--- src/rtl/hazard_pkg.sv ---
// -----------------------------------------------------------------------------
// hazard_pkg
//   Shared definitions for the pipeline hazard/forwarding controller:
//   - fwd_sel_e      : EX operand MUX select encoding
//   - DEF_REG_ADDR_W : default register address width
//   - DEF_CNT_W      : default performance counter width (HAZARD_PERF_EN only)
//   Shadow-entry layout (declared inside hazard_ctrl so it follows REG_ADDR_W):
//     EX  entry {rd, reg_write, mem_read}
//     MEM entry {rd, reg_write}
// -----------------------------------------------------------------------------
package hazard_pkg;

  localparam int DEF_REG_ADDR_W = 5;
  localparam int DEF_CNT_W      = 16;

  // Operand source for the EX-stage MUX_2 pairs.
  typedef enum logic [1:0] {
    FWD_REG = 2'b00,  // register file read data
    FWD_WB  = 2'b01,  // result currently in WB
    FWD_MEM = 2'b10   // ALU result currently in MEM
  } fwd_sel_e;

endpackage : hazard_pkg

--- src/rtl/hazard_fwd_cmp.sv ---
// -----------------------------------------------------------------------------
// hazard_fwd_cmp
//   Forwarding select for one source operand of the instruction in ID.
//   Compares the source address against the EX and MEM shadow entries; the
//   result is registered by the parent and applies once the consumer is in EX.
//   Ports:
//     src_i            source register address
//     use_i            instruction actually reads this source
//     ex_rd_i          destination of the instruction now in EX
//     ex_reg_write_i   EX instruction writes its destination
//     mem_rd_i         destination of the instruction now in MEM
//     mem_reg_write_i  MEM instruction writes its destination
//     sel_o            FWD_MEM / FWD_WB / FWD_REG
// -----------------------------------------------------------------------------
module hazard_fwd_cmp
  import hazard_pkg::*;
#(
  parameter int REG_ADDR_W = DEF_REG_ADDR_W
) (
  input  logic [REG_ADDR_W-1:0] src_i,
  input  logic                  use_i,
  input  logic [REG_ADDR_W-1:0] ex_rd_i,
  input  logic                  ex_reg_write_i,
  input  logic [REG_ADDR_W-1:0] mem_rd_i,
  input  logic                  mem_reg_write_i,
  output fwd_sel_e              sel_o
);

  // x0 is hard-wired to zero, so a source of x0 never forwards; checking the
  // source once covers both producer comparisons. The EX producer is the
  // younger one and therefore wins over the MEM producer.
  always_comb begin
    // NOTE: default every combinational output first so no path leaves it
    // unassigned -- otherwise synthesis infers a latch.
    sel_o = FWD_REG;
    if (use_i && (src_i != '0)) begin
      if (ex_reg_write_i && (ex_rd_i == src_i)) begin
        sel_o = FWD_MEM;
      end else if (mem_reg_write_i && (mem_rd_i == src_i)) begin
        sel_o = FWD_WB;
      end
    end
  end

endmodule : hazard_fwd_cmp

--- src/rtl/hazard_ctrl.sv ---
// -----------------------------------------------------------------------------
// hazard_ctrl
//   Hazard/forwarding controller for the 5-stage RISC-V pipeline.
//   - Shadows rd/reg_write/mem_read of the instructions in EX and MEM.
//   - Registers forwarding selects at the ID->EX boundary.
//   - Load-use hazard: 1-cycle stall of IF/ID plus a bubble into EX.
//   - Taken branch in EX: flush of IF/ID and ID/EX; beats load-use.
//   Ports:
//     clk, rst_n                 clock, asynchronous active-low reset
//     id_valid                   ID holds a real instruction
//     id_rs1/id_rs2              ID source addresses
//     id_use_rs1/id_use_rs2      ID instruction reads rs1/rs2
//     id_rd, id_reg_write        ID destination and write enable
//     id_mem_read                ID instruction is a load
//     ex_branch_taken            branch/jump resolved taken in EX
//     fwd_a_sel/fwd_b_sel        EX operand selects (registered)
//     stall_if/stall_id          hold PC / hold IF/ID (combinational)
//     flush_id/flush_ex          zero IF/ID / bubble ID/EX (combinational)
//   Configuration macro HAZARD_PERF_EN adds:
//     stall_cnt, flush_cnt [CNT_W-1:0]  saturating cycle counters of
//                                       load-use stalls / branch flushes
//   The WB-stage entry needs no shadow here: an instruction in MEM has
//   reached WB by the time the consumer evaluated against it sits in EX,
//   and WB-to-ID dependences go through the write-first register file.
// -----------------------------------------------------------------------------
module hazard_ctrl
  import hazard_pkg::*;
#(
  parameter int REG_ADDR_W = DEF_REG_ADDR_W
`ifdef HAZARD_PERF_EN
  , parameter int CNT_W = DEF_CNT_W
`endif
) (
  input  logic                  clk,
  input  logic                  rst_n,
  input  logic                  id_valid,
  input  logic [REG_ADDR_W-1:0] id_rs1,
  input  logic [REG_ADDR_W-1:0] id_rs2,
  input  logic                  id_use_rs1,
  input  logic                  id_use_rs2,
  input  logic [REG_ADDR_W-1:0] id_rd,
  input  logic                  id_reg_write,
  input  logic                  id_mem_read,
  input  logic                  ex_branch_taken,
  output logic [1:0]            fwd_a_sel,
  output logic [1:0]            fwd_b_sel,
  output logic                  stall_if,
  output logic                  stall_id,
  output logic                  flush_id,
  output logic                  flush_ex
`ifdef HAZARD_PERF_EN
  , output logic [CNT_W-1:0]    stall_cnt
  , output logic [CNT_W-1:0]    flush_cnt
`endif
);

  typedef struct packed {
    logic [REG_ADDR_W-1:0] rd;
    logic                  reg_write;
    logic                  mem_read;
  } ex_entry_t;

  typedef struct packed {
    logic [REG_ADDR_W-1:0] rd;
    logic                  reg_write;
  } mem_entry_t;

  ex_entry_t  ex_q, ex_d;
  mem_entry_t mem_q;
  fwd_sel_e   fwd_a_d, fwd_b_d;
  logic [1:0] fwd_a_q, fwd_b_q;
  logic       load_use;

  // ---------------------------------------------------------------------------
  // Load-use detection. rst_n gates it so nothing is requested while the
  // pipeline is held in reset.
  // ---------------------------------------------------------------------------
  always_comb begin
    load_use = rst_n && id_valid && ex_q.mem_read && (ex_q.rd != '0) &&
               ((id_use_rs1 && (id_rs1 == ex_q.rd)) ||
                (id_use_rs2 && (id_rs2 == ex_q.rd)));
  end

  // ---------------------------------------------------------------------------
  // Stall/flush controls, same cycle. A taken branch discards the dependent
  // instruction anyway, so it takes priority over load-use.
  // ---------------------------------------------------------------------------
  always_comb begin
    stall_if = 1'b0;
    stall_id = 1'b0;
    flush_id = 1'b0;
    flush_ex = 1'b0;
    if (rst_n && ex_branch_taken) begin
      flush_id = 1'b1;
      flush_ex = 1'b1;
    end else if (load_use) begin
      stall_if = 1'b1;
      stall_id = 1'b1;
      flush_ex = 1'b1;
    end
  end

  // Next EX shadow entry: the ID instruction, or a bubble when ID is empty
  // or the ID/EX register is being flushed.
  always_comb begin
    ex_d = '0;
    if (id_valid && !flush_ex) begin
      ex_d = '{rd: id_rd, reg_write: id_reg_write, mem_read: id_mem_read};
    end
  end

  // ---------------------------------------------------------------------------
  // Forwarding comparators, one per source operand.
  // ---------------------------------------------------------------------------
  hazard_fwd_cmp #(.REG_ADDR_W(REG_ADDR_W)) u_fwd_rs1 (
    .src_i           (id_rs1),
    .use_i           (id_valid && id_use_rs1),
    .ex_rd_i         (ex_q.rd),
    .ex_reg_write_i  (ex_q.reg_write),
    .mem_rd_i        (mem_q.rd),
    .mem_reg_write_i (mem_q.reg_write),
    .sel_o           (fwd_a_d)
  );

  hazard_fwd_cmp #(.REG_ADDR_W(REG_ADDR_W)) u_fwd_rs2 (
    .src_i           (id_rs2),
    .use_i           (id_valid && id_use_rs2),
    .ex_rd_i         (ex_q.rd),
    .ex_reg_write_i  (ex_q.reg_write),
    .mem_rd_i        (mem_q.rd),
    .mem_reg_write_i (mem_q.reg_write),
    .sel_o           (fwd_b_d)
  );

  // ---------------------------------------------------------------------------
  // Shadow pipeline and registered selects.
  // ---------------------------------------------------------------------------
  always_ff @(posedge clk or negedge rst_n) begin
    // NOTE: non-blocking assignments here so every register samples the
    // pre-edge value of the others (mem_q gets the old ex_q, not ex_d).
    if (!rst_n) begin
      ex_q    <= '0;
      mem_q   <= '0;
      fwd_a_q <= FWD_REG;
      fwd_b_q <= FWD_REG;
    end else begin
      ex_q    <= ex_d;
      mem_q   <= '{rd: ex_q.rd, reg_write: ex_q.reg_write};
      fwd_a_q <= flush_ex ? FWD_REG : fwd_a_d;
      fwd_b_q <= flush_ex ? FWD_REG : fwd_b_d;
    end
  end

  assign fwd_a_sel = fwd_a_q;
  assign fwd_b_sel = fwd_b_q;

  // ---------------------------------------------------------------------------
  // Optional performance counters (saturating).
  // ---------------------------------------------------------------------------
`ifdef HAZARD_PERF_EN
  logic [CNT_W-1:0] stall_cnt_q, flush_cnt_q;

  always_ff @(posedge clk or negedge rst_n) begin
    if (!rst_n) begin
      stall_cnt_q <= '0;
      flush_cnt_q <= '0;
    end else begin
      if (stall_if && (stall_cnt_q != '1)) stall_cnt_q <= stall_cnt_q + CNT_W'(1);
      if (flush_id && (flush_cnt_q != '1)) flush_cnt_q <= flush_cnt_q + CNT_W'(1);
    end
  end

  assign stall_cnt = stall_cnt_q;
  assign flush_cnt = flush_cnt_q;
`else
  // Counters not built: no extra state or ports.
`endif

endmodule : hazard_ctrl

--- config.mk ---
export PLATFORM = sky130hd
export DESIGN_NAME = hazard_ctrl
export DESIGN_NICKNAME = d
export VERILOG_FILES = /design/src/rtl/hazard_pkg.sv /design/src/rtl/hazard_fwd_cmp.sv /design/src/rtl/hazard_ctrl.sv
export SDC_FILE = /design/constraint.sdc
export NUM_CORES = 1
export LEC_CHECK = 0
export BUFFER_PORTS_ARGS = -buffer_cell sky130_fd_sc_hd__buf_2
export CORE_UTILIZATION = 47
export DETAILED_ROUTE_END_ITERATION = 12
export HOLD_SLACK_MARGIN = 0.06
export PLACE_DENSITY = 0.84
export SYNTH_ARGS = -nofsm -noshare
export SYNTH_HDL_FRONTEND = slang
export SYNTH_SLANG_ARGS = --single-unit
--- constraint.sdc ---
create_clock -name clk -period 2.5 [get_ports clk]
set_clock_uncertainty 0.1 [all_clocks]
set_input_delay 0.375 -clock clk [delete_from_list [all_inputs] [get_ports clk]]
set_output_delay 0.375 -clock clk [all_outputs]
set_load 0.005 [all_outputs]
# Word-level counts from Yosys, hierarchy flattened

Cells that the tools add are included.

Reductions and logical operators: 21
Equality and inequality tests: 6
Mux-type cells: 13

Operators with widths:

| kind               | number |
|---|---|
| == test 5 bit      | 6 |
| logical AND 1 bit  | 16 |
| nonzero test 5 bit | 3 |
| 2-to-1 mux 2 bit   | 6 |
| 2-to-1 mux 7 bit   | 1 |
| 2-to-1 mux 1 bit   | 6 |
| zero test 1 bit    | 1 |
| logical OR 1 bit   | 1 |

Output and inout port bits: 8
Logic and storage cells: 47
Register bits: 17
Input port bits: 23

# Depth between registers and ports, before layout

Depth in word-level cells: 9
Depth in mapped cells: 7

# Modules after synthesis

Synthesis repeated with hierarchy kept, for this count alone.

Cells, all modules: 107
Area total of the unflattened synthesis: 1058.5 um^2

Modules (own cells, without submodules):

| module         | times used | area each (um^2) | seq. area each (um^2) | cells an instance |
|---|---|---|---|---|
| hazard_ctrl    | 1          | 753.2            | 425.4                 | 71 |
| hazard_fwd_cmp | 2          | 152.6            | 0.0                   | 18 |

# Worst setup path before layout

No wires, ideal clock.

Path type: register to output
Start: reg ex_q[6] in the netlist's numbering
End: out stall_if
Path slack: 0.511 ns
Cell stages (with the launch flop): 8
Data required time: 2.025 ns
Arrival: 1.514 ns
Cell sequence: dfrtp_1 xnor2_1 nand3_1 nor3_1 a32o_1 buf_6 and2b_1 buf_4

Cells in the longest elaborated chain, start to end: 6
Elaborated cells between the ends (all ways): 10
Classes of those cells: eq/ne (2); mux (2); reduce/logical (6)

RTL lines:

| element                              | line                                 | text |
|---|---|---|
| start: declaration                   | hazard_ctrl.sv:68                    | `ex_entry_t ex_q, ex_d;` |
| start signal: assignment             | hazard_ctrl.sv:142                   | `ex_q <= '0;` |
| start signal: assignment             | hazard_ctrl.sv:147                   | `ex_q <= ex_d;` |
| == test 5 bit (on tied branches)     | hazard_ctrl.sv:80, hazard_ctrl.sv:81 |  |
| logical AND 1 bit (on tied branches) | hazard_ctrl.sv:80, hazard_ctrl.sv:81 |  |
| logical OR 1 bit                     | hazard_ctrl.sv:80                    | `((id_use_rs1 && (id_rs1 == ex_q.rd)) \|\|` |
| logical AND 1 bit *                  | hazard_ctrl.sv:79                    | `load_use = rst_n && id_valid && ex_q.mem_read && (ex_q.rd != '0) &&` |
| 2-to-1 mux 1 bit * (2 in a row)      | n/a                                  |  |
| end: declaration                     | hazard_ctrl.sv:47                    | `output logic stall_if,` |

Every way passes the cells marked *; elsewhere a longest branch is shown, timed or not.

# Worst setup path after layout

Start: in rst_n
End: out flush_ex

Cells in the longest elaborated chain, start to end: 6
Elaborated cells between the ends (all ways): 7
Classes of those cells: mux (2); reduce/logical (5)

RTL lines:

| element                        | line              | text |
|---|---|---|
| start: declaration             | hazard_ctrl.sv:35 | `input logic rst_n,` |
| logical AND 1 bit (4 in a row) | hazard_ctrl.sv:79 |  |
| 2-to-1 mux 1 bit               | hazard_ctrl.sv:96 | `end else if (load_use) begin` |
| 2-to-1 mux 1 bit *             | hazard_ctrl.sv:93 | `if (rst_n && ex_branch_taken) begin` |
| end: declaration               | hazard_ctrl.sv:50 | `output logic flush_ex` |

Marked as above.

==> flow_summary_export.csv <==
group,metric,value,unit
critical_path,start_kind,"primary input",
critical_path,worstSetupEndpointType,"output pin",
final_layout,diodes,0,
global_route,grt_pass1_vias,698,
place,hpwlAfterDp,1390,um
power_and_ir_drop,finalPower,0.518,mW
die,fp.dieH,44.5,um
worst_hold_path,hp-class,"primary input to register",
die,die_x,44.5,um
clock_network,clk_path_buf_depth,2,
die,die_area,1980,um2
timing,slew_headroom,79.3,%
yosys,yosysMostFrequentCell,"dfrtp_1",
global_route,met1_usage,21.2,%
critical_path,crit_type,"primary input to output pin",
final_layout,syn_to_final_growth,25.0,%
final_layout,drive_gt1_share,32.8,%
place,placed_cell_area,1030,um2
clock_network,cts-root-buf,"clkbuf_4",
die,core,1590,um2
route,via_count,695,
global_route,grt_busiest_layer,"met2",
clock_network,clk_pin_slew_worst_paths,0.09,ns
place,portBuffers,30,
timing,maxSlewViolCount,0,
yosys,yosysWarningCount,0,
route,via_per_inst,4.96,
final_layout,fillers,130,
final_layout,stdcell_count,140,
yosys,synth_area_leaders,"dfrtp_1 50%, xor2_1 12%, xnor2_1 8.2%",
route,wl,1690,um
place,dp_cells,136,
die,io_pins,31,
clock_network,clkLatencyLatePin,0.29,ns
route,routedWlPerCell,12.0,um
global_route,grt_pass1_wl,2820,um
route,ant_nets,0,
die,start_util,53.3,%
global_route,met2_usage,37.1,%
yosys,synthArstFlopShare,100,%
global_route,grtUsageMet3,8.16,%
yosys,syn_area,850,um2
power_and_ir_drop,pwr_density_cell,488,nW/um2
global_route,grt_max_degree,18,
die,row_count,14,
yosys,synth-seq-area-share,50.1,%
critical_path,cp.arrival,1.89,ns
route,post-route-drc-count,0,
job,cap_violations,0,
yosys,avgSynthCellArea,10.4,um2
timing,setup_viol,0,
yosys,syn-instance-count,82,
final_layout,nNetsFinal,140,
yosys,synth_commonest_cells,"17 x dfrtp_1, 12 x xor2_1, 9 x nand2_1",
route,dr.pass1.iters,2,
final_layout,final_area,1060,um2
final_layout,layout.area.seq,425,um2
critical_path,r2r_slack,0.66,ns
clock_network,cts_tree,"built",
status,status,"complete, no violations",
clock_network,post-cts-setup-buffers,0,
timing,worst_pin_slew,0.308,ns
final_layout,multiInputGateArea,402,um2
timing,final-hold-violation-count,0,
timing,max_freq,422,MHz
clock_network,clkSinkCount,17,
yosys,synth_cell_types,22,
yosys,synth-seq-cells,17,
timing,final.min_clock_period,2.37,ns
yosys,synth_edf_count,0,
global_route,grt-ovfl-total,0,
yosys,synthFlopType,"dfrtp_1",
clock_network,h-tree-depth,1,
yosys,yosysTopAreaCell,"dfrtp_1",
yosys,yosysTopAreaCellShare,50.1,%
timing,fin_setup_tns,0,ns
global_route,antenna_found_initial,0,
place,gp_congestion,0.840,
yosys,syn_nets,105,
final_layout,fin_util,66.6,%
clock_network,cts_buffers,3,
timing,rsz0062_at_grt,"no",
route,drt_iter0_markers,1,
timing,final.period_utilization,94.7,%
power_and_ir_drop,leakage,0.540,nW
critical_path,crit_path_max_fanout,3,
critical_path,required,2.03,ns
clock_network,cts_resized,0,
power_and_ir_drop,ir_drop,425,uV
global_route,track_usage,20.3,%
per-layer routing:
metal | routed length, um | part of all wire (%)
met5 | 0 | 0
met4 | 10 | 0.59
met3 | 107 | 6.3
met2 | 895 | 53
met1 | 672 | 40
final cells by class:
class	instances	area share (%)
Tap cell	24	2.83
Clock inverter	1	0.471
Multi-Input combinational cell	62	37.8
Timing Repair Buffer	33	16.7
Sequential cell	17	40.0
Clock buffer	3	2.12
through the flow:
step	hold WS (ns)	setup slack (ns)
2_1_floorplan	-0.0206	0.511
3_5_place_dp	0.287	0.492
6_report	0.179	0.133
3_3_place_gp	0.283	0.551
4_1_cts	0.170	0.0707
5_1_grt	0.157	0.0431
flip-flops by register name, indices dropped and copies added (netlist names):
| name | flops |
|---|---|
| fwd_b_sel | 2 |
| mem_q | 6 |
| ex_q | 7 |
| fwd_a_sel | 2 |
path summary, 6_finish.rpt:
kind,from,end,depth (start not counted)
setup / recovery,rst_n,flush_ex,7
hold / removal,id_rd[3],ex_q[5],3
setup reg to reg,ex_q[6],fwd_a_sel[0],6
hold reg to reg,ex_q[1],mem_q[0],0
max in group asynchronous,rst_n,fwd_a_sel[1],2
min in group asynchronous,rst_n,mem_q[3],2
logic make-up (layout without fill, tap and decap cells):
kind of cell / count (synthesis) / count (layout) / share of synthesized area [%]
xor+xnor: 20 / 20 / 20.6
flops: 17 / 17 / 50.1
simple gates: 38 / 38 / 23.1
buf+inv: 3 / 37 / 2.65
compound gates: 4 / 4 / 3.53
timing repair:
item | in CTS | in global routing
setup endpoints to repair | 0 | 1
endpoints found under the hold margin | 17 | 0
hold buffers | 1 | 0
where the power goes:
part | internal, mW | total [mW] | switching [mW] | leakage, nW
combinational | 0.0408 | 0.0797 | 0.0389 | 0.295
clock | 0.0596 | 0.141 | 0.0815 | 0.0177
sequential | 0.286 | 0.298 | 0.0120 | 0.227
total | 0.386 | 0.518 | 0.132 | 0.540
critical path: stages:
cell and delay (ns):
dlygate4sd3_1 0.59, nand3_1 0.09, a21oi_1 0.05, and2_0 0.16, a32o_1 0.23, or2_2 0.27, buf_2 0.13
cells in the final DEF, fill, tap and decap left out, types with 2 or more instances in the layout:
cell type,instances
buf_2,29
xor2_1,12
nand3_1,5
clkbuf_4,3
xnor2_1,8
dfrtp_1,17
nor4b_1,2
o211ai_1,2
or4_1,2
nor2_1,8
buf_4,3
nand2_1,9
nor4_1,2
nor3_1,4
(Power assumes the default switching activity.)
